File: src/rtl/seq_multiplier_hs.sv
// seq_multiplier_hs
//   Iterative shift-add multiplier with valid/ready handshake on both sides.
//   Computes o_result = i_mult1 * i_mult2. The i_signed flag selects
//   two's-complement or unsigned interpretation for both operands.
//   K multiplier bits are retired per cycle, so a product takes M/K CALC
//   cycles. The result is held in DONE until the consumer takes it.
//
//   Ports
//     i_clk, i_rst    clock / synchronous active-high reset
//     i_in_valid      operand beat valid
//     o_in_ready      block can accept an operand beat (state IDLE)
//     i_signed        1: operands two's complement, 0: unsigned
//     i_mult1 [N]     multiplicand
//     i_mult2 [M]     multiplier
//     o_result [N+M]  product, valid while o_out_valid
//     o_out_valid     completed product available (state DONE)
//     i_out_ready     consumer accepts the product
//     o_busy          high in CALC or DONE

// One partial-product lane: multiplier bit SH of the current group selects
// the multiplicand shifted by SH. The TOP lane handles the sign bit. On the
// final signed iteration it carries weight -2^(M-1), so it is negated.
module seq_multiplier_hs_lane #(
  parameter int W   = 16,
  parameter int SH  = 0,
  parameter bit TOP = 1'b0
) (
  input  logic [W-1:0] mcand_i,
  input  logic         bit_i,
  input  logic         neg_i,
  output logic [W-1:0] pp_o
);
  logic [W-1:0] shifted;
  logic         do_neg;

  assign shifted = mcand_i << SH;
  assign do_neg  = TOP & neg_i;

  always_comb begin
    pp_o = '0;
    if (bit_i) pp_o = do_neg ? (~shifted + W'(1)) : shifted;
  end
endmodule

module seq_multiplier_hs #(
  parameter int N = 8,
  parameter int M = 8,
  parameter int K = 1
) (
  input  logic           i_clk,
  input  logic           i_rst,
  input  logic           i_in_valid,
  output logic           o_in_ready,
  input  logic           i_signed,
  input  logic [N-1:0]   i_mult1,
  input  logic [M-1:0]   i_mult2,
  output logic [N+M-1:0] o_result,
  output logic           o_out_valid,
  input  logic           i_out_ready,
  output logic           o_busy
);
  localparam int W     = N + M;
  localparam int ITERS = M / K;
  localparam int CW    = $clog2(ITERS) + 1;

  generate
    if ((M % K) != 0) begin : g_bad_k
      $error("seq_multiplier_hs: M must be a multiple of K");
    end
    if (N < 2 || M < 2) begin : g_bad_w
      $error("seq_multiplier_hs: N and M must be at least 2");
    end
  endgenerate

  typedef enum logic [1:0] {IDLE = 2'd0, CALC = 2'd1, DONE = 2'd2} state_e;

  state_e          state_q, state_d;
  logic [W-1:0]    mcand_q;   // extended multiplicand, shifted left K per cycle
  logic [M-1:0]    mplier_q;  // remaining multiplier bits, LSB group in [K-1:0]
  logic            sgn_q;
  logic [W-1:0]    acc_q;
  logic [W-1:0]    result_q;
  logic [CW-1:0]   cnt_q;

  logic            accept;
  logic            last;
  logic [K-1:0][W-1:0] pp;
  logic [W-1:0]    sum;

  assign accept = i_in_valid & o_in_ready;
  assign last   = (cnt_q == CW'(ITERS - 1));

  // The highest lane sees multiplier bit M-1 on the final iteration.
  generate
    for (genvar j = 0; j < K; j++) begin : g_lane
      seq_multiplier_hs_lane #(
        .W  (W),
        .SH (j),
        .TOP(j == K - 1)
      ) u_lane (
        .mcand_i(mcand_q),
        .bit_i  (mplier_q[j]),
        .neg_i  (sgn_q & last),
        .pp_o   (pp[j])
      );
    end
  endgenerate

  always_comb begin
    sum = acc_q;
    for (int j = 0; j < K; j++) sum = sum + pp[j];
  end

  // FSM: state register
  always_ff @(posedge i_clk) begin
    if (i_rst) state_q <= IDLE;
    else       state_q <= state_d;
  end

  // FSM: next state
  always_comb begin
    state_d = state_q;
    case (state_q)
      IDLE:    if (accept)      state_d = CALC;
      CALC:    if (last)        state_d = DONE;
      DONE:    if (i_out_ready) state_d = IDLE;
      default:                  state_d = IDLE;
    endcase
  end

  // FSM: outputs decode from state only
  always_comb begin
    o_in_ready  = (state_q == IDLE);
    o_out_valid = (state_q == DONE);
    o_busy      = (state_q != IDLE);
  end

  // Datapath. Operands are only sampled on accept, so input activity
  // outside IDLE has no effect. result_q is kept after the handshake.
  always_ff @(posedge i_clk) begin
    if (i_rst) begin
      mcand_q  <= '0;
      mplier_q <= '0;
      sgn_q    <= 1'b0;
      acc_q    <= '0;
      cnt_q    <= '0;
      result_q <= '0;
    end else begin
      case (state_q)
        IDLE: if (accept) begin
          mcand_q  <= {{M{i_mult1[N-1] & i_signed}}, i_mult1};
          mplier_q <= i_mult2;
          sgn_q    <= i_signed;
          acc_q    <= '0;
          cnt_q    <= '0;
        end
        CALC: begin
          acc_q    <= sum;
          mcand_q  <= mcand_q << K;
          mplier_q <= mplier_q >> K;
          cnt_q    <= cnt_q + CW'(1);
          if (last) result_q <= sum;
        end
        default: ;
      endcase
    end
  end

  assign o_result = result_q;
endmodule

File: config.mk
export PLATFORM = sky130hd
export DESIGN_NAME = seq_multiplier_hs
export DESIGN_NICKNAME = d
export VERILOG_FILES = /design/src/rtl/seq_multiplier_hs.sv
export SDC_FILE = /design/constraint.sdc
export NUM_CORES = 1
export LEC_CHECK = 0
export CAP_MARGIN = 20
export CORE_MARGIN = 2
export CORE_UTILIZATION = 57
export DETAILED_ROUTE_END_ITERATION = 12
export PLACE_DENSITY = 0.8
export SYNTH_ARGS = -nofsm -noshare
export SYNTH_HDL_FRONTEND = slang
export SYNTH_SLANG_ARGS = --single-unit
File: constraint.sdc
create_clock -name i_clk -period 3.9 [get_ports i_clk]
set_clock_uncertainty 0.2 [all_clocks]
set_input_delay 0.78 -clock i_clk [delete_from_list [all_inputs] [get_ports i_clk]]
set_output_delay 0.78 -clock i_clk [all_outputs]
set_load 0.01 [all_outputs]
== After elaboration in Yosys (flattened, before gate mapping) ==
Index checks and enable logic that the tools add are counted.

* Register bits after elaboration: 63
* Latch bits: 0
* Bits in writable memories: 0
* ROM bits: 0
* Output and inout port bits: 19
* Word-level logic and storage cells: 41
* Memories: 0

* $add $sub $neg: 3
* $mul: 0
* Div/mod/pow operators: 0
* Order comparisons: 0
* Equal/unequal tests: 6
* Shift operators: 0
* Multiplexer cells: 14
* Bitwise gates (word level): 4
* Reduce and logical (&&, ||, !) cells: 7

{| class="wikitable"
|+ Operators with widths
! cell !! count
|-
| 16-bit two-way mux || 4
|-
| 16-bit one-hot mux with 2 select lines || 2
|-
| 16-bit by 1-bit adder with 16-bit output, second input constant || 1
|-
| 16-bit adder || 1
|-
| 16-bit inverter || 1
|-
| 8-bit one-hot mux with 2 select lines || 1
|-
| 8-bit two-way mux || 1
|-
| 4-bit one-hot mux with 2 select lines || 1
|-
| 2-bit two-way mux || 3
|-
| 2-bit one-hot mux with 3 select lines || 1
|-
| 2-bit AND reduction || 3
|-
| 4-bit by 1-bit adder with 4-bit output, second input constant || 1
|-
| 4-bit by 3-bit == test with 1-bit output, second input constant || 1
|-
| 4-bit two-way mux || 1
|-
| 2-bit by 1-bit != test with 1-bit output, second input constant || 2
|-
| 2-bit nonzero test || 2
|-
| 1-bit AND || 3
|-
| 3-bit AND reduction || 1
|-
| 2-bit by 1-bit == test with 1-bit output, second input constant || 1
|-
| 2-bit == test, second input constant || 1
|-
| 2-bit zero test || 1
|-
| 2-bit != test, second input constant || 1
|}

== Longest topological paths before layout ==
* Depth in word-level cells: 6
* Gate-level depth with buffers: 14
* Mapped depth without buffers: 14

== By module ==
From an unflattened synthesis, not the netlist that was laid out.

* Cells, all modules: 463
* Area, all modules: 3731.1 sq um

{| class="wikitable"
|+ By module, submodules not included
! module !! times used !! cells each !! area each (sq um) !! sequential area each (sq um)
|-
| seq_multiplier_hs || 1 || 401 || 3250.6 || 1261.2
|-
| seq_multiplier_hs_lane || 1 || 62 || 480.5 || 0.0
|}

== Worst setup path before layout ==
OpenSTA, ideal clock, no wires.

* Kind: register to register
* Start: register cnt_q[0]
* End: register acc_q[15]
* Library setup time: 0.122 ns
* Data arrival time: 3.034 ns
* Data required time: 3.578 ns
* Setup slack: 0.544 ns
* Stages on the path, launching flop included: 15
* Path buffers: 1
* Clock period less this slack: 3.356 ns
* Path through: dfxtp_1 -> ha_1 -> nand2_4 -> nor3b_4 -> nand2_1 -> and3_1 -> o21a_1 -> ha_1 -> clkbuf_1 -> a21oi_1 -> o21ai_0 -> a21oi_1 -> o31a_1 -> nor2_1 -> a311o_1

* Longest elaborated chain between the ends: 6

{| class="wikitable"
|+ Ends and longest elaborated chain
! what !! RTL line !! source
|-
| start, declared || 83 || <nowiki>logic [CW-1:0] cnt_q;</nowiki>
|-
| start signal, assigned || 161 || <nowiki>cnt_q <= cnt_q + CW'(1);</nowiki>
|-
| 4-bit by 3-bit == test with 1-bit output || 91 || <nowiki>assign last = (cnt_q == CW'(ITERS - 1));</nowiki>
|-
| 1-bit AND || 103 || <nowiki>.neg_i (sgn_q & last),</nowiki>
|-
| 16-bit two-way mux (2 in series) || 41 || <nowiki>if (bit_i) pp_o = do_neg ? (~shifted + W'(1)) : shifted;</nowiki>
|-
| 16-bit adder || 111 || <nowiki>for (int j = 0; j < K; j++) sum = sum + pp[j];</nowiki>
|-
| 16-bit one-hot mux with 2 select lines || 149 || <nowiki>case (state_q)</nowiki>
|-
| end signal, assigned || 158 || <nowiki>acc_q <= sum;</nowiki>
|-
| end, declared || 81 || <nowiki>logic [W-1:0] acc_q;</nowiki>
|}

No other way between the ends.
A chain may end at the register's enable or synchronous reset.

== Worst setup path after layout ==
* Start: register mcand_q[2]
* End: register acc_q[15]

* Longest elaborated chain between the ends: 6

{| class="wikitable"
|+ Ends and longest elaborated chain
! what !! RTL line !! source
|-
| start, declared || 78 || <nowiki>logic [W-1:0] mcand_q;</nowiki>
|-
| start signal, assigned || 151 || <nowiki>mcand_q <= {{M{i_mult1[N-1] & i_signed}}, i_mult1};</nowiki>
|-
| start signal, assigned || 159 || <nowiki>mcand_q <= mcand_q << K;</nowiki>
|-
| 16-bit inverter || 41 ||
|-
| 16-bit by 1-bit adder with 16-bit output || 41 ||
|-
| 16-bit two-way mux (*) (2 in series) || 41 ||
|-
| 16-bit adder (*) || 111 ||
|-
| 16-bit one-hot mux with 2 select lines (*) || 149 ||
|}

Every way passes the cells marked *; elsewhere a longest branch is shown, timed or not.

==> summary.txt <==
CP Max Fanout: 8
NetSw: 0.000366 W
critical path class: register to register
vias per cell: 6.09
Setup crit end kind: register
Slew headroom: 45.1%
Post-synth EDFFs: 0
GPL Wtd Cong: 0.943
nets: 535
Core ar.: 6350 µm²
switching fraction of total power: 27.0%
Worst Path Arrival: 3.60 ns
Worst Setup Start Kind: register
placed insts: 560
Ports: 40
outcome: completed
Hold Path Class: register to register
met3 wire length: 536 µm
IO Port Bufs: 39
Ys Warns: 0
DP HPWL: 6.25 mm
Yosys top cell by area: dfxtp_1
CTS tree: yes
distinct cell type count after synthesis: 58
Seq/Total Area, Yosys: 33.9%
top post-synthesis cells by area: dfxtp_1, a21oi_1, nand2_1
Clock Tree Buf Depth: 2
Final TNS setup: 0 ns
count leader, synth: dfxtp_1
CTS H-tree lvls: 3
clk root buf: clkbuf_8
RSZ-0062 raised after global routing: false
first-pass GRT wire length: 14.7 mm
count of TritonRoute iterations in the first routing pass: 5
#FFs+latches synth: 63
final setup vio count: 0
maximum number of pins on one net before global-route repair: 38
ANT nets after route: 0
top layer reached by signal wires: met4
PwrDens: 317 nW/µm²
Final Power: 0.00136 W
clk slew on worst S/H paths: 0.07 ns
FP Rows: 29
WL/cell: 15.3 µm
All-Layer GR Usage: 25.2%
Most used DFF post-synth: dfxtp_1
worst slew pin tran: 0.824 ns
met1 WL: 3.90 mm
fmax: 0.281 GHz
Starting Density: 58.6%
initial antenna violation count: 0
Seq pwr share: 51.3%
Max Cap Viol: 0
Hold Vio Cnt, Final: 0
crit path time final: 3.55 ns
async set-reset flop share out of synthesis: 0%
Antenna Diode Count: 0
Clock Sinks: 63
DIE AREA: 7190 µm²
Max VDD drop: 0.254 mV
Slew Limit Fails: 0
Cell Int Power: 0.000990 W
Met2 Wirelength: 4.24 mm
period utilisation layout: 91.1%
DRC: 0
combinational power share: 11.9%
CTS Buf Count: 9
fin cells: 576
final WL: 8.82 mm
die width: 84.8 µm
layout cells sized above 1: 7.41%
CP required: 3.95 ns
post-synthesis instance total: 469
Post-synth top cells: dfxtp_1, nand2_1, a21oi_1
Sequential Area: 1260 µm²
die height: 84.8 µm
Syn Area/Cell: 7.94 µm²
routed vias: 3510
Syn Nets: 508
initial drt markers: 210
Multi-input gate area: 2290 µm²
clock share of power: 36.8%
Leakage Power: 1.58 nW
grt ovf: 0
cell area after synthesis: 3720 µm²
# fillers: 539
top cell type's share of synthesized area: 33.9%
Layout Area Growth over Synthesis: 14.9%
Clock Latency Late Sink: 0.35 ns
number of global-route vias before repair: 3155
[layout make-up]
class | instances | share of cell area, %
timing repair buffer | 47 | 10.4
tap | 77 | 2.25
inverter | 6 | 0.526
sequential | 63 | 29.5
clock buffer | 13 | 3.71
clock inverter | 1 | 0.117
multi-input combinational | 369 | 53.5
[path summary, 6_finish.rpt]
| kind | start | to | slack, ns | cells after the start |
|---|---|---|---|---|
| setup / recovery | mcand_q[2] | acc_q[15] | 0.35 | 13 |
| hold / removal | o_result[10] | o_result[10] | 0.25 | 2 |
| setup reg to reg | mcand_q[2] | acc_q[15] | 0.35 | 13 |
| hold reg to reg | o_result[10] | o_result[10] | 0.25 | 2 |
[critical path, stage by stage, from the launching register on]
cell	delay, ns
dfxtp_1	0.40
nor4_4	0.44
nand2_1	0.17
o41ai_4	0.32
o21ai_1	0.14
xor2_1	0.17
and2_1	0.17
ha_1	0.35
o21ai_0	0.26
a21oi_1	0.07
a21oi_1	0.18
o31a_1	0.20
nor2_1	0.06
a311o_1	0.34
[through the flow]
step | hold WS [ns] | setup WS, ns | util [%] | instance area [µm²]
after floorplan | 0.237 | 0.544 | - | 3720
after global placement | 0.241 | 0.421 | 64.4 | 4090
after detailed placement | 0.248 | 0.303 | 64.4 | 4090
after CTS | 0.256 | 0.274 | 67.0 | 4250
after global routing | 0.285 | 0.0877 | 67.4 | 4280
final | 0.254 | 0.347 | 67.4 | 4280
[metal layers]
metal | GRT usage (%) | up-vias
li1 | - | 1734
met4 | 11.1 | 0
met1 | 32.2 | 1629
met3 | 4.18 | 17
met2 | 41.9 | 130
met5 | 0 | -
[placed cells by master (no fill, tap or decap), types with 3 or more instances in the layout]
master	synthesis	final
nor4_1	8	8
ha_1	17	17
a22oi_1	5	5
clkbuf_8	1	11
nor4_2	3	3
nand4b_1	6	6
nor4b_1	3	3
nor2_1	48	48
a211oi_1	4	4
and3_1	3	3
o21ai_1	18	18
clkdlybuf4s50_1	0	38
nand2b_1	6	6
o21a_1	3	3
nand3_1	23	23
o311ai_1	4	4
nand4_1	4	4
o21ai_0	5	5
xnor2_1	15	15
buf_4	0	8
a21o_1	4	4
inv_1	6	6
a31oi_1	11	11
nand2_1	61	61
a21oi_1	52	52
dfxtp_1	63	63
and2_1	11	11
xor2_1	6	6
o31ai_1	4	4
nand3b_1	6	6
nor3_1	7	7
[kinds of logic (layout without fill, tap and decap cells)]
| kind of cell | after synthesis | after routing | share of synthesized area (%) |
|---|---|---|---|
| simple gates | 204 | 204 | 28.8 |
| compound gates | 125 | 125 | 20.8 |
| flops | 63 | 63 | 33.9 |
| buf+inv | 37 | 67 | 5.01 |
| xor+xnor | 21 | 21 | 4.94 |
| fa+ha+maj | 18 | 18 | 6.25 |
| mux | 1 | 1 | 0.269 |
[power by group through the flow]
stage | Clock, W | Combinational, W | Sequential (W)
finish | 0.000499 | 0.000162 | 0.000696
global route | 0.000526 | 0.000178 | 0.000699
CTS | 0.000502 | 0.000160 | 0.000694
detailed placement | 0 | 0.000160 | 0.000709
global placement | 0 | 0.000155 | 0.000707
floorplan | 0 | 0.000121 | 0.000696
[flip-flops by register name, summed over array words and instances, names as in the netlist]
signal,flops
sgn_q,1
state_q,2
mplier_q,8
cnt_q,4
acc_q,16
o_result,16
mcand_q,16
[repair_timing]
item,CTS,global route
hold buffers,0,0
resized for setup,0,1
setup endpoints to repair,0,1
setup buffers,0,2
(Power assumes the default switching activity.)
==> RTL edit, RTL diff (config.mk and constraints unchanged) <==
`N`: 8 -> 10.
--- a/src/rtl/seq_multiplier_hs.sv
+++ b/src/rtl/seq_multiplier_hs.sv
@@ -45,3 +45,3 @@
 module seq_multiplier_hs #(
-  parameter int N = 8,
+  parameter int N = 10,
   parameter int M = 8,
Ports: changed (resized i_mult1 and o_result); port bits go from 40 to 44. The function was not compared with the original's and may differ.
==> RTL edit against the original RTL <==
Sequential power increased by 8.6%. Area after synthesis increased by 5.8%. Routed wire length increased by 11%. Synthesized cell count increased by 8.1%. Fmax decreased by 1.5%. Sequential cell count increased by 6. Sequential share of layout area increased by 0.10 points. Worst setup slack got worse by 0.053 ns. Cell area increased by 9.2%. Power increased by 24%. Highest routed layer unchanged.
==> RTL edit: results (changes against the original RTL) <==
Setup path
  • Crit-path max FO: 8 (unchanged)
  • Delay-heaviest family, CP: compound AO/OA/AOI/OAI gates (unchanged)
  • Crit path arrival time: 3.65 ns (was 3.60 ns)
  • Slowest-stage cell, CP: dfxtp_1 (was nor4_4)
  • Highest cell delay on the worst timing path: 0.37 ns (was 0.44 ns)

Clock network
  • CTS buffer count: 9 (unchanged)
  • Reg clk slew, reported paths: 0.08 ns
  • Worst skew pair latency: 0.35 ns (about the same)
  • CTS root buf: clkbuf_8 (unchanged)
  • H-tree Lvls: 3 (unchanged)
  • Max clock buf depth: 2 (unchanged)

Logic synthesis
  • Adder-cell share of the synthesized area: 6.54% (was 6.25%)
  • Async SR Flop Fraction: 0% (unchanged)
  • Yosys cell types: 57 (was 58)
  • Compound-Gate Fraction of Synth Area: 22.0% (was 20.8%)
  • Synth Instances: 507 (was 469)
  • Most area-consuming cells after synthesis: dfxtp_1 (35%), a21oi_1 (7.7%), nand2_1 (7.1%) (was dfxtp_1 (34%), a21oi_1 (7.0%), nand2_1 (6.2%))
  • Synth warn: 0 (unchanged)
  • Mapped Nets: 550 (was 508)
  • Post-synthesis xor/xnor area fraction: 6.00% (was 4.94%)
  • Sequential share of the synthesized area: 35.1% (was 33.9%)
  • Post-synth top cells: nand2_1 (75), dfxtp_1 (69), a21oi_1 (61) (was dfxtp_1 (63), nand2_1 (61), a21oi_1 (52))
  • Mux contribution to synthesized area: 0% (was 0.269%)

Place
  • Routability congestion estimate: 0.891 (was 0.943)
  • Hpwl dp: 6710 um (was 6250 um)
  • Pre-CTS setup slack: 0.129 ns (was 0.303 ns)
  • Placed Area: 4390 um2 (was 4090 um2)
  • I/O Buffers: 43 (was 39)
  • Placed Cells: 608 (was 560)

GRT
  • Largest net degree at the start of global routing: 53 (was 38)
  • Initial antenna violation count: 0 (unchanged)
  • Vias in the first global route: 3417 (was 3155)
  • GR Util All Layers: 26.6% (was 25.2%)
  • First-pass GRT wire length: 16100 um (was 14700 um)

Final layout
  • N_diodes: 0 (unchanged)
  • Share of layout cells above drive strength 1: 7.35% (was 7.41%)
  • Nets: 582 (was 535)

Power
  • Pint: 1.24 mW (was 0.990 mW)
  • VDD IR-drop max: 239 uV (was 254 uV)
  • Leak pwr: 1.79 nW (was 1.58 nW)

Routing
  • Via Count: 3715 (was 3510)
  • Initial drt markers: 184 (was 210)
  • Routed WL: 9830 um (was 8820 um)
  • Vias/cell: 5.95 (was 6.09)
  • DRT Pass-1 Iters: 5 (unchanged)

Worst hold path
  • Hold Path Class: reg -> reg (unchanged)

Run status
  • Status: completed (unchanged)

Run
  • Max Cap Viol: 0 (unchanged)

STA
  • Count of final hold-check violations: 0 (unchanged)
  • Slew margin rel.: 38.7% (was 45.1%)
## RTL edit: final cells by class
| cell class | count | area [um2] |
|---|---|---|
| multi-input combinational | 397 | 2410 |
| clock buffer | 10 | 138 |
| clock inverter | 6 | 110 |
| tap | 80 | 100 |
| fill | 570 | 2090 |
| timing repair buffer | 53 | 500 |
| sequential | 69 | 1380 |
| inverter | 9 | 33.8 |
## RTL edit: repair_timing
item                       in CTS  in global routing
resized for setup               0                  8
setup endpoints to repair       0                 14
hold endpoints to repair        0                  0
buffers inserted                0                  0
## RTL edit: power groups by stage
stage / sequential, mW / combinational [mW] / clock (mW)
after global routing: 0.760 / 0.202 / 0.767
after floorplan: 0.761 / 0.125 / 0
after global placement: 0.770 / 0.175 / 0
after detailed placement: 0.772 / 0.179 / 0
final: 0.756 / 0.183 / 0.739
after CTS: 0.755 / 0.180 / 0.742
## RTL edit: layer usage
metal | global-route usage (%) | wire length (um) | vias up
met5 | 0 | 0 | -
met4 | 8.39 | 172 | 0
met3 | 4.55 | 424 | 16
met2 | 43.7 | 4680 | 103
met1 | 35.5 | 4550 | 1737
li1 | - | - | 1859
## RTL edit: path summary, 6_finish.rpt
check	start	to	slack [ns]	cells past startpoint
max	cnt_q[0]$_SDFFE_PP0P_	o_result[13]$_SDFFE_PP0P_	0.29	14
min	o_result[8]$_SDFFE_PP0P_	o_result[8]$_SDFFE_PP0P_	0.25	2
max reg2reg	cnt_q[0]$_SDFFE_PP0P_	o_result[13]$_SDFFE_PP0P_	0.29	14
min reg2reg	o_result[8]$_SDFFE_PP0P_	o_result[8]$_SDFFE_PP0P_	0.25	2
